File: src/rtl/ofmap_pkg.sv
// Shared definitions for the ofmap unchainer: default sizes, PISO state
// encoding and the counter-width helper.
package ofmap_pkg;

    localparam int DEFAULT_DATA_WIDTH = 16;
    localparam int DEFAULT_CHAIN_LEN  = 4;

    typedef enum logic [1:0] {
        IDLE   = 2'd0,
        LOADED = 2'd1,
        SHIFT  = 2'd2
    } piso_state_t;

    // A single-word chain still needs a one-bit counter.
    function automatic int cnt_width(input int n);
        int w;
        w = $clog2(n);
        return (w < 1) ? 1 : w;
    endfunction

    localparam int CNT_W = cnt_width(DEFAULT_CHAIN_LEN);

endpackage

File: src/rtl/piso_word_counter.sv
// Modulo-CHAIN_LEN word counter; terminal count marks the last word of an entry.
module piso_word_counter
    import ofmap_pkg::*;
#(
    parameter int CHAIN_LEN = DEFAULT_CHAIN_LEN
) (
    input  logic clk,
    input  logic rst,
    input  logic clr_i,
    input  logic inc_i,
    output logic tc_o
);

    localparam int W = cnt_width(CHAIN_LEN);
    localparam logic [W-1:0] LAST = W'(CHAIN_LEN - 1);

    logic [W-1:0] cnt_q;
    logic [W-1:0] cnt_d;

    assign tc_o = (cnt_q == LAST);

    always_comb begin
        cnt_d = cnt_q;
        if (clr_i) begin
            cnt_d = '0;
        end else if (inc_i) begin
            cnt_d = tc_o ? '0 : cnt_q + 1'b1;
        end
    end

    always_ff @(posedge clk) begin
        if (rst) begin
            cnt_q <= '0;
        end else begin
            cnt_q <= cnt_d;
        end
    end

endmodule

File: src/rtl/ofmap_unchain_piso.sv
// Captures one chained double-buffer entry and streams its words, LSB word
// first, over a valid/ready interface to the ofmap sink.
module ofmap_unchain_piso
    import ofmap_pkg::*;
#(
    parameter int DATA_WIDTH = DEFAULT_DATA_WIDTH,
    parameter int CHAIN_LEN  = DEFAULT_CHAIN_LEN
) (
    input  logic                            clk,
    input  logic                            rst,
    input  logic                            en,
    input  logic                            load,
    input  logic                            start,
    input  logic [DATA_WIDTH*CHAIN_LEN-1:0] chained_data,
    output logic                            ready_to_unchain,
    output logic                            unchaining_last_one,
    output logic [DATA_WIDTH-1:0]           ofmap_dat,
    output logic                            ofmap_valid,
    input  logic                            ofmap_ready,
    output logic [1:0]                      dbg_state_o
);

    // Stream handshake: a word moves on every edge where ofmap_valid and
    // ofmap_ready are both high; ofmap_dat is stable while valid waits for ready.

    localparam int SW = DATA_WIDTH * CHAIN_LEN;

    piso_state_t   state_q, state_d;
    logic [SW-1:0] sreg_q, sreg_d;
    logic          xfer;
    logic          cnt_clr;
    logic          cnt_tc;
    logic          rdy_raw;
    logic          valid_raw;

    piso_word_counter #(
        .CHAIN_LEN (CHAIN_LEN)
    ) u_cnt (
        .clk   (clk),
        .rst   (rst),
        .clr_i (cnt_clr),
        .inc_i (xfer),
        .tc_o  (cnt_tc)
    );

    always_comb begin
        state_d   = state_q;
        sreg_d    = sreg_q;
        rdy_raw   = 1'b0;
        valid_raw = 1'b0;
        xfer      = 1'b0;
        cnt_clr   = 1'b0;
        case (state_q)
            IDLE: begin
                if (load) begin
                    sreg_d  = chained_data;
                    cnt_clr = 1'b1;
                    state_d = LOADED;
                end
            end
            LOADED: begin
                rdy_raw = 1'b1;
                if (load) begin
                    sreg_d  = chained_data;
                    cnt_clr = 1'b1;
                end
                if (start && en) begin
                    state_d = SHIFT;
                end
            end
            SHIFT: begin
                valid_raw = en;
                xfer      = en && ofmap_ready;
                if (xfer) begin
                    sreg_d = sreg_q >> DATA_WIDTH;
                    if (cnt_tc) begin
                        state_d = IDLE;
                    end
                end
            end
            default: state_d = IDLE;
        endcase
    end

    always_ff @(posedge clk) begin
        if (rst) begin
            state_q <= IDLE;
            sreg_q  <= '0;
        end else begin
            state_q <= state_d;
            sreg_q  <= sreg_d;
        end
    end

    // Outputs are forced low while reset is held, even before the first edge.
    assign ready_to_unchain    = rdy_raw && !rst;
    assign ofmap_valid         = valid_raw && !rst;
    assign unchaining_last_one = xfer && cnt_tc && !rst;
    assign ofmap_dat           = rst ? '0 : sreg_q[DATA_WIDTH-1:0];
    assign dbg_state_o         = state_q;

endmodule

File: config.mk
export PLATFORM = sky130hd
export DESIGN_NAME = ofmap_unchain_piso
export DESIGN_NICKNAME = d
export VERILOG_FILES = /design/src/rtl/ofmap_pkg.sv /design/src/rtl/piso_word_counter.sv /design/src/rtl/ofmap_unchain_piso.sv
export SDC_FILE = /design/constraint.sdc
export NUM_CORES = 1
export LEC_CHECK = 0
export CORE_MARGIN = 2
export CORE_UTILIZATION = 42
export DETAILED_ROUTE_END_ITERATION = 8
export PLACE_DENSITY = 0.68
export SLEW_MARGIN = 20
export SYNTH_ARGS = -nofsm -noshare
export SYNTH_HDL_FRONTEND = slang
export SYNTH_SLANG_ARGS = --single-unit
export TNS_END_PERCENT = 50
File: constraint.sdc
create_clock -name clk -period 2.12 [get_ports clk]
set_input_delay 0.636 -clock clk [delete_from_list [all_inputs] [get_ports clk]]
set_output_delay 0.636 -clock clk [all_outputs]
set_load 0.02 [all_outputs]
==> flow_summary.json <==
{
  "status": "complete, no violations",
  "ys_ff_latch": 68,
  "area_growth_pct": 40.2,
  "cts_setup_buffers": 0,
  "layout-drive-gt1-share_pct": 14.8,
  "hold_viol": 0,
  "start_util_pct": 43.0,
  "wl_um": 7950,
  "grt_max_degree": 49,
  "synth_seq_area_share_pct": 44.2,
  "yosysUniqueCellTypes": 23,
  "pwr-share-seq_pct": 48.9,
  "post-place-ws_ns": -0.567,
  "synthArstFlopShare_pct": 0,
  "path_max_fanout": 8,
  "dieArea_sq_um": 8040,
  "drc": 0,
  "slew_headroom_pct": 34.2,
  "syn_area_per_cell_sq_um": 8.73,
  "rsz0062_at_grt": "true",
  "required_ns": 1.48,
  "viasPerCell": 5.33,
  "p_sw_share_pct": 25.5,
  "clkTransAtPathRegs_ns": 0.07,
  "synth-edff-count": 0,
  "total_power_uw": 2920,
  "yosys_warnings": 0,
  "fmax_mhz": 483,
  "finalWorstSetupSlack_ns": 0.0495,
  "grt-ovfl-total": 0,
  "finish.utilization_pct": 60.2,
  "portBuffers": 90,
  "power_density_nw_per_um2": 676,
  "dp_hpwl_um": 5480,
  "syn_inst": 353,
  "worst-setup-path-type": "in -> out",
  "tightest_slew_ns": 0.983,
  "n_fill_cell": 664,
  "ios": 91,
  "finalMaxSlewViolations": 0,
  "synthFlopType": "dfxtp_1",
  "holdBufCountCts": 0,
  "dpl_cell_area_sq_um": 4160,
  "switching_power_uw": 744,
  "power_frac_comb_pct": 18.3,
  "htree_levels": 3,
  "n_antenna_cell": 0,
  "cts_tree": "yes",
  "fin_skew_ns": 0.00723,
  "wl_per_cell_um": 14.8,
  "cts_buffers": 9,
  "mappedNetlistArea_sq_um": 3080,
  "fin_nets": 507,
  "intPower_uw": 2180,
  "dr.pass1.iters": 5,
  "clockRootBuffer": "clkbuf_8",
  "clock_power_share_pct": 32.8,
  "tns_ns": 0,
  "antenna_found_initial": 0,
  "postRouteAntennaNets": 0,
  "rows": 31,
  "stdcell_area_sq_um": 4320,
  "period_share_pct": 97.7,
  "start_kind": "primary input",
  "chipHeight_um": 89.7,
  "drv_cap": 0,
  "gp_congestion": 0.798,
  "period_needed_ns": 2.07,
  "core-area_sq_um": 7180,
  "setup_viol": 0,
  "worstSetupEndpointType": "output pin",
  "grt_usage_pct": 20.3,
  "worstPathArrival_ns": 1.43,
  "drtIter0Drc": 122,
  "cts_buffer_depth": 2,
  "leakage_uw": 0.00165,
  "synth_nets": 424,
  "die_x_um": 89.7,
  "worstSkewPairLatency_ns": 0.33,
  "first_global_vias": 2624,
  "vias": 2866,
  "clock-sinks": 68,
  "hold_class": "reg -> reg",
  "grt_pass1_wl_um": 12700,
  "vdd_ir_drop_max_v": 0.000368
}
==> cells by family (layout without fill, tap and decap cells) <==
group	Yosys count	after routing	synth area share (%)
AOI/OAI and AO/OA	66	66	22.6
DFF	68	68	44.2
and+or+nand+nor	178	178	26.5
adders and majority gates	1	1	0.406
muxes	2	2	0.649
buffers and inverters	38	124	5.72
==> critical path, stage by stage <==
cell           delay, ns
buf_2               0.20
buf_12              0.17
nor2b_1             0.09
dlygate4sd2_1       0.34
==> synth_stat cells (2+ instances only) <==
master	instances	area [sq um]
buf_1	2	7.51
nand2_1	97	364
clkbuf_1	24	90.1
nor3_1	52	260
buf_6	3	33.8
dfxtp_1	68	1360
a22o_1	16	140
mux2i_1	2	20.0
a311oi_2	20	300
nor2b_1	18	113
buf_2	9	45.0
a311oi_1	28	245
nor3b_1	3	22.5
nand3_1	2	10.0
==> timing repair <==
item,CTS,global route
resized for setup,30,3
endpoints found under the setup margin,20,2
pin swaps,1,0
==> area by class of cell <==
type	count	area (sq um)	share of cell area, %
timing repair buffer	110	1080	25.0
tap	99	124	2.87
clock buffer	13	169	3.91
multi-input combinational	247	1580	36.5
sequential	68	1360	31.5
clock inverter	1	7.51	0.174
==> through the flow <==
stage | hold WS [ns] | instances
2_1_floorplan | 0.442 | 353
6_report | 0.478 | 538
4_1_cts | 0.479 | 538
3_5_place_dp | 0.461 | 524
5_1_grt | 0.489 | 538
3_3_place_gp | 0.459 | 524
==> cell usage in the layout, fill, tap and decap left out <==
master and count:
nor3b_2 2, a311oi_2 20, a21oi_1 1, nor3b_1 1, o21ai_0 1, nor3_1 52
nand3_1 1, clkbuf_8 12, nor2b_4 2, clkbuf_1 1, buf_12 5, buf_4 15
dfxtp_1 68, clkdlybuf4s50_1 67, ha_1 1, mux2i_1 2, nand2_1 97, or2_4 1
a311oi_1 28, nor2_1 1, nor3_2 1, nand3_2 1, nor2b_1 16, nand2b_2 1
and4b_2 1, buf_2 2, a22o_1 16, nand4b_1 1, clkinvlp_4 1, clkdlybuf4s15_1 2
dlygate4sd2_1 18, clkdlybuf4s15_2 1
==> path summary, 6_finish.rpt <==
check	cells past startpoint	slack, ns	to	start
setup / recovery	4	0.05	ofmap_dat[15]	rst
hold / removal	1	0.48	sreg_q[63]$_SDFFE_PP0P_	sreg_q[63]$_SDFFE_PP0P_
setup reg to reg	4	0.38	sreg_q[52]$_SDFFE_PP0P_	dbg_state_o[0]$_SDFFE_PP0P_
hold reg to reg	1	0.48	sreg_q[63]$_SDFFE_PP0P_	sreg_q[63]$_SDFFE_PP0P_
==> routing by layer <==
layer	routed length (um)	part of all wire (%)	vias to the layer above	global-route usage [%]
li1	-	-	1447	-
met1	3690	46	1295	27.7
met2	3630	46	108	32.2
met3	493	6.2	16	3.47
met4	136	1.7	0	7.87
met5	0	0	-	0
==> power groups by stage <==
stage / combinational [uW] / sequential, uW / clock [uW]
4_1_cts: 537 / 1430 / 977
2_1_floorplan: 300 / 1440 / 0
6_report: 534 / 1430 / 959
3_5_place_dp: 549 / 1460 / 0
3_3_place_gp: 542 / 1450 / 0
5_1_grt: 579 / 1440 / 1040
==> sequential cells by signal, indices dropped and copies added (netlist names) <==
signal	cells
sreg_q	64
dbg_state_o	2
u_cnt.cnt_q	2
Power figures use the tool's default switching activity.
